===== src/rtl/time_pulse_gen_pkg.sv =====
// Shared definitions for the time pulse generator and its clients:
// state encoding and default sizing.
package time_pulse_gen_pkg;

  typedef enum logic [1:0] {
    ST_IDLE = 2'd0,
    ST_RUN  = 2'd1,
    ST_HOLD = 2'd2
  } tpg_state_e;

  localparam int unsigned NUM_TP_DEF    = 12;
  localparam int unsigned CT_PERIOD_DEF = 2;

endpackage


===== src/rtl/tp_period_checker.sv =====
// Measures clocks between ct strobes and raises a sticky flag
// when a strobe seen in RUN arrives off the expected period.
module tp_period_checker #(
  parameter int unsigned CT_PERIOD = 2
) (
  input  logic clock,
  input  logic rst,
  input  logic ct,
  input  logic run,
  output logic err
);

  localparam int unsigned W = $clog2(CT_PERIOD + 2) + 1;
  localparam logic [W-1:0] CNT_MAX = '1;
  localparam logic [W-1:0] PER     = W'(CT_PERIOD);

  logic [W-1:0] cnt_q, cnt_d;
  logic         err_q, err_d;

  // cnt_q holds the clock distance to the previous strobe.
  always_comb begin
    cnt_d = cnt_q;
    err_d = err_q;
    if (ct) begin
      cnt_d = W'(1);
    end else if (cnt_q != CNT_MAX) begin
      cnt_d = cnt_q + 1'b1;
    end
    if (ct && run && (cnt_q != PER)) begin
      err_d = 1'b1;
    end
  end

  always_ff @(posedge clock) begin
    if (rst) begin
      cnt_q <= '0;
      err_q <= 1'b0;
    end else begin
      cnt_q <= cnt_d;
      err_q <= err_d;
    end
  end

  assign err = err_q;

endmodule


===== src/rtl/time_pulse_gen.sv =====
// Steps one-hot time pulses through each memory cycle time.
// Optional period checker enabled by TPG_PHASE_CHECK_EN.
module time_pulse_gen
  import time_pulse_gen_pkg::*;
#(
  parameter int unsigned NUM_TP    = NUM_TP_DEF,
  parameter int unsigned CT_PERIOD = CT_PERIOD_DEF
) (
  input  logic              clock,
  input  logic              rst,
  input  logic              ct,
  input  logic              start,
  input  logic              hold_req,
  output logic [NUM_TP-1:0] tp,
  output logic              mct,
  output logic              stop,
  output logic              running,
  output logic              tp_err
);

  localparam logic [NUM_TP-1:0] TP_FIRST =
    {{(NUM_TP-1){1'b0}}, 1'b1};

  if (NUM_TP < 2 || NUM_TP > 16 || CT_PERIOD < 1) begin : g_bad_param
    $error("time_pulse_gen: illegal parameters");
  end

  tpg_state_e        state_q, state_d;
  logic [NUM_TP-1:0] tp_q, tp_d;
  logic              mct_q, mct_d;
  logic              stop_q, run_q;

  always_comb begin
    state_d = state_q;
    tp_d    = tp_q;
    mct_d   = 1'b0;
    unique case (state_q)
      ST_IDLE: begin
        if (ct && start) begin
          state_d = ST_RUN;
          tp_d    = TP_FIRST;
        end
      end
      ST_RUN: begin
        if (ct && tp_q[NUM_TP-1]) begin
          mct_d = 1'b1;
          if (hold_req) begin
            state_d = ST_HOLD;
            tp_d    = '0;
          end else if (!start) begin
            state_d = ST_IDLE;
            tp_d    = '0;
          end else begin
            tp_d = TP_FIRST;
          end
        end else if (ct) begin
          tp_d = tp_q << 1;
        end
      end
      ST_HOLD: begin
        if (!hold_req) begin
          state_d = ST_IDLE;
        end
      end
      default: begin
        state_d = ST_IDLE;
        tp_d    = '0;
      end
    endcase
  end

  always_ff @(posedge clock) begin
    if (rst) begin
      state_q <= ST_IDLE;
      tp_q    <= '0;
      mct_q   <= 1'b0;
      stop_q  <= 1'b0;
      run_q   <= 1'b0;
    end else begin
      state_q <= state_d;
      tp_q    <= tp_d;
      mct_q   <= mct_d;
      stop_q  <= (state_d == ST_HOLD);
      run_q   <= |tp_d;
    end
  end

  assign tp      = tp_q;
  assign mct     = mct_q;
  assign stop    = stop_q;
  assign running = run_q;

`ifdef TPG_PHASE_CHECK_EN
  tp_period_checker #(
    .CT_PERIOD(CT_PERIOD)
  ) u_chk (
    .clock(clock),
    .rst  (rst),
    .ct   (ct),
    .run  (state_q == ST_RUN),
    .err  (tp_err)
  );
`else
  assign tp_err = 1'b0;
`endif

endmodule

===== config.mk =====
export PLATFORM = sky130hd
export DESIGN_NAME = time_pulse_gen
export DESIGN_NICKNAME = d
export VERILOG_FILES = /design/src/rtl/time_pulse_gen_pkg.sv /design/src/rtl/tp_period_checker.sv /design/src/rtl/time_pulse_gen.sv
export SDC_FILE = /design/constraint.sdc
export NUM_CORES = 1
export LEC_CHECK = 0
export CAP_MARGIN = 20
export CORE_MARGIN = 2
export CORE_UTILIZATION = 44
export DETAILED_ROUTE_END_ITERATION = 16
export PLACE_DENSITY_LB_ADDON = 0.12
export RECOVER_POWER = 100
export SLEW_MARGIN = 25
export SYNTH_ARGS = -nofsm -noshare
export SYNTH_HDL_FRONTEND = slang
export SYNTH_SLANG_ARGS = --single-unit

===== constraint.sdc =====
create_clock -name clock -period 2.1 [get_ports clock]
set_clock_uncertainty 0.05 [all_clocks]
set_input_delay 0.42 -clock clock [delete_from_list [all_inputs] [get_ports clock]]
set_output_delay 0.42 -clock clock [all_outputs]
set_load 0.02 [all_outputs]

==> results.md, run 1 <==
* Core area at 1510 um^2
* CTS sink cnt at 17
* Die X at 44.0 um
* Worst slew pin tran at 0.626 ns
* Initial antenna violation count at 0
* Final core utilization at 0.623
* CP Launch Type: flop
* CTS Buf Count at 3
* Critical path's slowest cell: dlygate4sd3_1
* Post-synth EDFFs at 0
* Worst path top cell family by delay: buffers and inverters
* Starting density of the core at 0.468
* RSZ-0062 raised after global routing: false
* Skew-Pair Late Insertion Delay at 0.29 ns
* Largest area contributor in the netlist: dfxtp_1
* Die area at 1940 um^2
* Global route overflow at 0
* Max-cap viol count at 0
* Fin nets at 108
* DR WL/cell at 13.4 um
* CTS H-tree lvls at 1
* Number of global-route vias before repair at 646
* Flops & latches, synth at 17
* # IOs at 21
* Fmax achieved at 531 MHz
* Slowest stage delay, CP at 0.70 ns
* Hold Path Class: reg -> reg
* VDD IR-drop max at 392 uV
* Crit path cell chain: dlygate4sd3_1
* Non-Filler Instances at 118
* Ys async rst share at 0
* Setup ws final at 0.216 ns
* Req. time, crit path at 1.63 ns
* Post-cts hold buffer count at 0
* Placed instance count at 114
* Cell variety after synth at 24
* Hold Slack at 0.517 ns
* Detailed-route via count at 683
* 1st-iter DRT viols at 15
* Root buf cell: clkbuf_4
* Fin crit share at 0.897
* Drt drc at 0
* Most frequent cell after synthesis: dfxtp_1
* Dpl ws at 0.0717 ns
* Critical Path End Type: output pin
* CTS resizes at 0
* Number of port buffers at 19
* Crit path time final at 1.88 ns
* Syn nets at 86
* Final WL at 1580 um
* Yosys warns at 0
* Clock-pin slew on the worst setup and hold paths at 0.09 ns
* DR pass1 iterations at 4
* Status: finished, final reports clean
* Setup TNS at 0 ns
* Hpwl dp at 1160 um
* Average vias per placed instance at 5.79
* Slew Limit Fails at 0
* Core Rows at 14
* Pwr dens at 614 nW/um^2
* Mapped Cells at 81
* ANT cells at 0
* Register area share after synthesis at 0.482
* First-pass GRT wire length at 2880 um
* Post-synthesis average cell area at 8.71 um^2
* Final setup fails at 0
* Gr usage total at 0.199
* Relative slew slack at 0.581
* Synth Cell Area at 706 um^2
* Worst path arrival time at 1.41 ns
* P_leak at 0.399 nW
* Clk buf depth at 2
* Commonest cells post-synth: 17 x dfxtp_1, 16 x nor2_1, 13 x a22oi_1, 5 x a21oi_1, 4 x nor3_1
* CTS tree: built
* Area grow syn2layout at 33.0%
* Synth area leaders: dfxtp_1 48%, a22oi_1 14%, nor2_1 8.5%
* WS Path Type: reg -> out
* Post-CTS Setup Inserts at 0
* Share of layout cells above drive strength 1 at 0.0784
* Fillcell total at 147
* Endpoints failing hold at 0
* Synth top area share at 0.482
* Main synth FF type: dfxtp_1
* Worst Path Max Fanout at 5
* Detail Route Antenna Nets at 0
* Die extent in y at 44.0 um
* Largest net degree at the start of global routing at 18
* WP buf/inv at 1
* Placer Congestion at 0.773
layer usage:
metal	global-route usage	share of wire	vias to the layer above
met3	0.0367	0.052	4
met2	0.282	0.44	28
met1	0.294	0.49	316
li1	-	-	335
met5	0	0	-
met4	0.0909	0.014	0
final cells by class:
class	count	area [um^2]	share of cell area
Clock inverter	1	5.00	0.00533
Tap cell	16	20.0	0.0213
Inverter	2	7.51	0.00800
Multi-Input combinational cell	56	330	0.352
Sequential cell	17	340	0.363
Timing Repair Buffer	23	213	0.227
Clock buffer	3	22.5	0.0240
through the flow:
stage	total power, mW	instance area [um^2]
floorplan	0.386	706
global placement	0.414	918
detailed placement	0.415	918
CTS	0.589	946
global route	0.606	938
finish	0.576	938
kinds of logic after synthesis:
group,after synthesis,share of synthesized area
and+or+nand+nor,33,0.245
AOI/OAI and AO/OA,22,0.218
DFF,17,0.482
buffers and inverters,8,0.0496
other,1,0.00531
where the power goes:
part / leakage [nW] / internal, mW / switching (mW)
combinational: 0.243 / 0.0297 / 0.0388
sequential: 0.138 / 0.328 / 0.00702
clock: 0.0177 / 0.0708 / 0.102
state kept, by name, summed over array words and instances (netlist names):
register and count:
stop 1, state_q 2, tp 12, mct 1
running 1
placed cells by master (no fill, tap or decap), drive strengths merged, types with 5 or more instances in the layout:
| cell type | instances |
|---|---|
| dlygate4sd3 | 17 |
| dfxtp | 17 |
| nor2 | 16 |
| a22oi | 13 |
| a21oi | 5 |
| nor3 | 5 |
| clkbuf | 5 |
worst paths after layout:
kind	startpoint	endpoint	slack [ns]	cells past startpoint
hold reg to reg	state_q[1]$_SDFF_PP0_	state_q[0]$_SDFF_PP0_	0.52	1
setup reg to reg	tp[7]$_SDFF_PP0_	running$_SDFF_PP0_	0.44	4
hold / removal	state_q[1]$_SDFF_PP0_	state_q[0]$_SDFF_PP0_	0.52	1
setup / recovery	tp[0]$_SDFF_PP0_	tp[0]	0.22	1
Power figures use the tool's default switching activity.
==> run 2, diff against run 1 <==
Settings changed: ABC_AREA set to 1, CORE_UTILIZATION 44 to 49.
==> run 2 against run 1 <==
Global-route usage fell by 1.6 points; cell count rose by 72%; register-to-register slack improved by 0.07 ns; core utilization fell by 0.11 points; highest routed layer unchanged.
==> results.md, run 2 <==
* Status: finished, final reports clean (unchanged)
* WS Path Type: in -> reg (was reg -> out)
* Critical Path End Type: flop (was output pin)
* VDD IR-drop max at 298 uV (was 392 uV)
* CTS Buf Count at 3 (unchanged)
* Crit path time final at 1.87 ns (was 1.88 ns)
* Synth area leaders: dfxtp_1 34%, nand2_1 22%, nor2_1 7.9% (was dfxtp_1 48%, a22oi_1 14%, nor2_1 8.5%)
* Power after layout at 0.599 mW (was 0.576 mW)
* Clock-pin slew on the worst setup and hold paths at 0.09 ns (about the same)
* Req. time, crit path at 2.24 ns (was 1.63 ns)
* Max FFs per register at 12 (unchanged)
* Largest net degree at the start of global routing at 15 (was 18)
* Die area at 2410 um^2 (was 1940 um^2)
* Commonest non-fill, non-tap cell in the layout: nand2_1
* DR WL/cell at 10.0 um (was 13.4 um)
* WP depth at 13 (was 1)
* Crit path cell chain: dlygate4sd3_1, clkbuf_1, nand2_2, inv_2, nor2_8, nand2_1, nand2_1, inv_1, nand2_1, nor2_1, nand3_1, nand2_1, inv_1 (was dlygate4sd3_1)
* Die X at 49.1 um (was 44.0 um)
* WP buf/inv at 5 (was 1)
* Placer Congestion at 0.807 (was 0.773)
* Drt drc at 0 (unchanged)
* Final WL at 2040 um (was 1580 um)
* Fmax achieved at 535 MHz (was 531 MHz)
* RR Endpoint: running$_SDFF_PP0_ (unchanged)
* First-pass GRT wire length at 3480 um (was 2880 um)
* Fin nets at 182 (was 108)
* Register area share after synthesis at 0.341 (was 0.482)
* CTS H-tree lvls at 1 (unchanged)
* Pwr dens at 496 nW/um^2 (was 614 nW/um^2)
* FF-to-FF path depth at 10 (was 4)
* Synth Cell Area at 998 um^2 (was 706 um^2)
* Hpwl dp at 1540 um (was 1160 um)
* Average vias per placed instance at 4.66 (was 5.79)
* Yosys warns at 0 (unchanged)
* Post-synthesis average cell area at 6.36 um^2 (was 8.71 um^2)
* Area grow syn2layout at 20.9% (was 33.0%)
* Number of global-route vias before repair at 835 (was 646)
* Core area at 1940 um^2 (was 1510 um^2)
* Initial antenna violation count at 0 (unchanged)
* R2r startpoint: state_q[0]$_SDFF_PP0_ (was tp[7]$_SDFF_PP0_)
* DR pass1 iterations at 4 (unchanged)
* Slowest stage delay, CP at 0.60 ns (was 0.70 ns)
* Post-synth EDFFs at 0 (unchanged)
* Global route overflow at 0 (unchanged)
* Most frequent cells in the layout: 58 x nand2_1, 21 x nor2_1, 17 x inv_1, 17 x dfxtp_1, 16 x dlygate4sd3_1 (was 17 x dlygate4sd3_1, 17 x dfxtp_1, 16 x nor2_1, 13 x a22oi_1, 5 x a21oi_1)
* Skew-Pair Late Insertion Delay at 0.29 ns (about the same)
* Detail Route Antenna Nets at 0 (unchanged)
* Final setup fails at 0 (unchanged)
* Hold Path Class: reg -> reg (unchanged)
* Clk buf depth at 2 (unchanged)
* Largest area contributor in the netlist: dfxtp_1 (unchanged)
* # IOs at 21 (unchanged)
* Most frequent CP cell: nand2_1
* Fin crit share at 0.891 (was 0.897)
* CTS sink cnt at 17 (unchanged)
* Critical path's slowest cell: dlygate4sd3_1 (unchanged)
* Detailed-route via count at 946 (was 683)
* Most frequent cell after synthesis: nand2_1 (was dfxtp_1)
* Mapped Cells at 157 (was 81)
* Slew Limit Fails at 0 (unchanged)
* Share of layout cells above drive strength 1 at 0.142 (was 0.0784)
* Flops & latches, synth at 17 (unchanged)
* Gr usage total at 0.183 (was 0.199)
* Worst path arrival time at 2.01 ns (was 1.41 ns)
* Worst path top cell family by delay: buffers and inverters (unchanged)
* Synth top area share at 0.341 (was 0.482)
* CTS resizes at 0 (unchanged)
* Core Rows at 16 (was 14)
* Worst Path Max Fanout at 10 (was 5)
* CTS tree: built (unchanged)
* Max-cap viol count at 0 (unchanged)
* Endpoints failing hold at 0 (unchanged)
* Commonest cells post-synth: 58 x nand2_1, 21 x nor2_1, 17 x dfxtp_1, 15 x inv_1 (was 17 x dfxtp_1, 16 x nor2_1, 13 x a22oi_1, 5 x a21oi_1, 4 x nor3_1)
* 1st-iter DRT viols at 22 (was 15)
* Setup TNS at 0 ns (unchanged)
* CP Launch Type: primary input (was flop)
* Post-CTS Setup Inserts at 0 (unchanged)
* P_leak at 0.623 nW (was 0.399 nW)
* Post-cts hold buffer count at 0 (unchanged)
* Main synth FF type: dfxtp_1 (unchanged)
* Cell variety after synth at 18 (was 24)
* Crit path to: running$_SDFF_PP0_ (was tp[0])
* Syn nets at 162 (was 86)
* ANT cells at 0 (unchanged)
* Ys async rst share at 0 (unchanged)
* Critical path startpoint: ct (was tp[0]$_SDFF_PP0_)
* Root buf cell: clkbuf_4 (unchanged)
* FF-to-FF setup slack at 0.51 ns (was 0.44 ns)
* Die extent in y at 49.1 um (was 44.0 um)
* RSZ-0062 raised after global routing: false (unchanged)
* Final core utilization at 0.622 (was 0.623)
* Starting density of the core at 0.514 (was 0.468)
* Number of port buffers at 19 (unchanged)
[run 2: changes by cell type after synthesis, moves of 5 or more]
cell | before | now
a21oi_1 | 5 | 0
a22oi_1 | 13 | 0
inv_1 | 2 | 15
inv_2 | 0 | 8
nand2_1 | 1 | 58
nand2_2 | 0 | 6
nand3_1 | 0 | 8
nand3_2 | 0 | 6
nor2_1 | 16 | 21
o21ai_0 | 0 | 5
[run 2: metal layers]
metal	track usage	part of all wire
met1	0.255	0.51
met2	0.286	0.43
met3	0.0429	0.055
met4	0.0429	0.0029
met5	0	0
[run 2: layout make-up]
| class | count | area (um^2) |
|---|---|---|
| fillers | 197 | 734 |
| repair buffers | 22 | 209 |
| multi-input cells | 110 | 512 |
| flip-flops and latches | 17 | 340 |
| inverters | 23 | 86.3 |
| clock buffers | 4 | 26.3 |
| well taps | 27 | 33.8 |
[run 2: kinds of logic after synthesis]
kind of cell           after synthesis  share of synthesized area
flip-flops                          17                      0.341
AND/OR/NAND/NOR                    101                      0.461
other                                1                    0.00376
AO/OA/AOI/OAI                        8                     0.0476
buffers and inverters               30                      0.147
[run 2: worst min path at each step]
stage / from / endpoint / slack (ns) / cells past startpoint
after floorplan: state_q[1]$_SDFF_PP0_ / state_q[1]$_SDFF_PP0_ / 0.48 / 2
after global placement: state_q[1]$_SDFF_PP0_ / state_q[1]$_SDFF_PP0_ / 0.52 / 2
after detailed placement: tp[5]$_SDFF_PP0_ / tp[5]$_SDFF_PP0_ / 0.53 / 4
after CTS: tp[5]$_SDFF_PP0_ / tp[5]$_SDFF_PP0_ / 0.55 / 4
after global routing: tp[3]$_SDFF_PP0_ / tp[3]$_SDFF_PP0_ / 0.58 / 4
final: tp[4]$_SDFF_PP0_ / tp[4]$_SDFF_PP0_ / 0.55 / 4
[run 2: power by group]
part	internal [mW]	switching [mW]	total [mW]
combinational	0.0303	0.0591	0.0894
clock	0.0738	0.103	0.177
sequential	0.328	0.00490	0.333
total	0.432	0.167	0.599
[run 2: through the flow]
step | worst slack (ns) | hold WS, ns | instances | area (um^2)
3_3_place_gp | 0.0516 | 0.520 | 199 | 1180
4_1_cts | 0.288 | 0.547 | 203 | 1210
2_1_floorplan | 0.748 | 0.480 | 157 | 998
6_report | 0.230 | 0.547 | 203 | 1210
3_5_place_dp | 0.0311 | 0.529 | 199 | 1180
5_1_grt | 0.0976 | 0.579 | 203 | 1210
[run 2: worst register-to-register path, stage by stage (launching register included)]
cell and delay [ns]:
dfxtp_1 0.37, inv_2 0.26, nor2_2 0.10, nand2_2 0.11
nor2_1 0.05, nor2_1 0.13, nand2_1 0.07, nor2_1 0.15
nand3_1 0.09, nand2_1 0.07, inv_1 0.03
==> run 3, diff against run 2 <==
Settings changed: CORE_UTILIZATION 49 to 53.
Clock period 2.1 ns to 2.4 ns, I/O delays scaled along.
==> run 3 against run 2 <==
Sequential share of layout area increased by 0.36 points; sequential power decreased by 13%; setup slack improved by 0.10 ns; worst hold slack got worse by 0.011 ns; critical path depth decreased by 3; non-clock buffer count decreased by 1; register-to-register slack improved by 0.22 ns; via count increased by 1.7%; final area decreased by 1.2%; clock power decreased by 11%; sequential cell count unchanged; die area decreased by 6.9%; highest routed layer is now met3.
==> results.md, run 3 (synthesis gave the netlist of run 2 again) <==
* Req. time, crit path at 2.55 ns (was 2.24 ns)
* Gr usage total at 0.223 (was 0.183)
* Pwr dens at 439 nW/um^2 (was 496 nW/um^2)
* Setup ws final at 0.330 ns (was 0.230 ns)
* VDD IR-drop max at 329 uV (was 298 uV)
* 1st-iter DRT viols at 36 (was 22)
* Critical path's slowest cell: dlygate4sd3_1 (unchanged)
* Commonest non-fill, non-tap cell in the layout: nand2_1 (unchanged)
* Hold_sp: tp[11]$_SDFF_PP0_ (was tp[4]$_SDFF_PP0_)
* Number of port buffers at 19 (unchanged)
* P_leak at 0.623 nW (about the same)
* CTS H-tree lvls at 1 (unchanged)
* Multi-input gate area at 502 um^2 (was 512 um^2)
* WS Path Type: in -> reg (unchanged)
* Global route overflow at 0 (unchanged)
* DR WL/cell at 10.3 um (was 10.0 um)
* Skew-Pair Late Insertion Delay at 0.29 ns (about the same)
* Detailed-route via count at 962 (was 946)
* Status: finished, final reports clean (unchanged)
* Hpwl dp at 1610 um (was 1540 um)
* Worst path top cell family by delay: simple AND/OR/NAND/NOR gates (was buffers and inverters)
* Worst Path Max Fanout at 11 (was 10)
* Met1 GRT Util at 0.273 (was 0.255)
* Fmax achieved at 483 MHz
* Crit path time final at 2.07 ns
* DR pass1 iterations at 4 (unchanged)
* CP Launch Type: primary input (unchanged)
* Final setup fails at 0 (unchanged)
* Most frequent cells in the layout: 60 x nand2_1, 21 x nor2_1, 18 x inv_1, 17 x dfxtp_1, 16 x dlygate4sd3_1 (was 58 x nand2_1, 21 x nor2_1, 17 x inv_1, 17 x dfxtp_1, 16 x dlygate4sd3_1)
* Dpl ws at 0.186 ns (was 0.0311 ns)
* Hold Slack at 0.536 ns (was 0.547 ns)
* Share of layout cells above drive strength 1 at 0.114 (was 0.142)
* Core area at 1750 um^2 (was 1940 um^2)
* Number of global-route vias before repair at 852 (was 835)
* Setup TNS at 0 ns (unchanged)
* Post-CTS Setup Inserts at 0 (unchanged)
* Sequential cell area at 340 um^2 (unchanged)
* Gr busiest metal: met2 (unchanged)
* Die X at 47.4 um (was 49.1 um)
* Post-Place Cell Area at 1170 um^2 (was 1180 um^2)
* Worst slew pin tran at 0.508 ns
* ANT cells at 0 (unchanged)
* R2r startpoint: state_q[1]$_SDFF_PP0_ (was state_q[0]$_SDFF_PP0_)
* Worst path arrival time at 2.22 ns (was 2.01 ns)
* # IOs at 21 (unchanged)
* Largest net degree at the start of global routing at 15 (unchanged)
* Initial antenna violation count at 0 (unchanged)
* Average vias per placed instance at 4.81 (was 4.66)
* Max-cap viol count at 0 (unchanged)
* Fin crit share at 0.863
* Die area at 2250 um^2 (was 2410 um^2)
* Hold Path Class: reg -> reg (unchanged)
* CTS resizes at 0 (unchanged)
* Slowest stage delay, CP at 0.63 ns (was 0.60 ns)
* Crit path cell chain: dlygate4sd3_1, nand3_1, nand3_1, nand2_1, inv_1, nand2_1, nor2_1, nand3_1, nand2_1, inv_1 (was dlygate4sd3_1, clkbuf_1, nand2_2, inv_2, nor2_8, nand2_1, nand2_1, inv_1, nand2_1, nor2_1, nand3_1, nand2_1, inv_1)
* CTS sink cnt at 17 (unchanged)
* Detail Route Antenna Nets at 0 (unchanged)
* Relative slew slack at 0.660
* Max FFs per register at 12 (unchanged)
* First-pass GRT wire length at 3530 um (was 3480 um)
* FF-to-FF setup slack at 0.73 ns (was 0.51 ns)
* Die extent in y at 47.4 um (was 49.1 um)
* Design Area, Final at 1190 um^2 (was 1210 um^2)
* Root buf cell: clkbuf_4 (unchanged)
* RSZ-0062 raised after global routing: false (unchanged)
* Hold Crit Endpoint: tp[11]$_SDFF_PP0_ (was tp[4]$_SDFF_PP0_)
* Endpoints failing hold at 0 (unchanged)
* Power after layout at 0.523 mW (was 0.599 mW)
* Drt drc at 0 (unchanged)
* RR Endpoint: running$_SDFF_PP0_ (unchanged)
* Core Rows at 15 (was 16)
* Met2 Track Usage GR at 0.395 (was 0.286)
* WP buf/inv at 3 (was 5)
* Hold path cells at 4 (unchanged)
* Final WL at 2060 um (was 2040 um)
* Starting density of the core at 0.572 (was 0.514)
* Slew Limit Fails at 0 (unchanged)
* CTS tree: built (unchanged)
* M3 GR Usage at 0.0500 (was 0.0429)
* Clock-pin slew on the worst setup and hold paths at 0.11 ns (was 0.09 ns)
* Clk buf depth at 2 (unchanged)
* Placer Congestion at 0.806 (was 0.807)
* FF-to-FF path depth at 10 (unchanged)
* Post-cts hold buffer count at 0 (unchanged)
* Critical Path End Type: flop (unchanged)
* Fin nets at 181 (was 182)
* CTS Buf Count at 3 (unchanged)
* Area grow syn2layout at 19.4% (was 20.9%)
* Fillcell total at 158 (was 197)
## run 3: changes by cell type in the layout (fill, tap and decap cells not counted), sizes merged
| cell | before | now |
|---|---|---|
| clkinv | 0 | 3 |
| clkbuf | 5 | 3 |
| inv | 23 | 21 |
## run 3: worst min-delay path, stage by stage, from the launching register on
cell	delay, ns
dfxtp_1	0.33
inv_1	0.05
a21boi_1	0.06
nand2_2	0.06
nor2_1	0.04
## run 3: routing by layer
layer,share of wire,wire (um)
met1,0.43,886
met2,0.52,1070
met3,0.054,112
met4,0,0
met5,0,0
## run 3: through the flow
stage / util / std cells
global route: 0.683 / 200
detailed placement: 0.673 / 196
finish: 0.683 / 200
floorplan: - / 157
CTS: 0.689 / 200
global placement: 0.673 / 196
## run 3: worst max-delay path by stage
| stage | start | cells after the start | end |
|---|---|---|---|
| 2_1_floorplan | ct | 12 | running$_SDFF_PP0_ |
| 3_3_place_gp | ct | 13 | running$_SDFF_PP0_ |
| 3_5_place_dp | ct | 13 | running$_SDFF_PP0_ |
| 4_1_cts | ct | 13 | running$_SDFF_PP0_ |
| 5_1_grt | ct | 10 | running$_SDFF_PP0_ |
| 6_report | ct | 10 | running$_SDFF_PP0_ |
## run 3: cell type report
| type | count | area share |
|---|---|---|
| Tap cell | 25 | 0.0262 |
| Clock inverter | 1 | 0.00420 |
| Multi-Input combinational cell | 110 | 0.421 |
| Timing Repair Buffer | 21 | 0.172 |
| Sequential cell | 17 | 0.285 |
| Inverter | 23 | 0.0724 |
| Clock buffer | 3 | 0.0189 |
## run 3: power breakdown
| part | leakage (nW) | switching (mW) | internal [mW] | total [mW] |
|---|---|---|---|---|
| sequential | 0.138 | 0.00438 | 0.287 | 0.291 |
| combinational | 0.468 | 0.0497 | 0.0259 | 0.0756 |
| clock | 0.0177 | 0.0949 | 0.0619 | 0.157 |
| total | 0.623 | 0.149 | 0.375 | 0.523 |
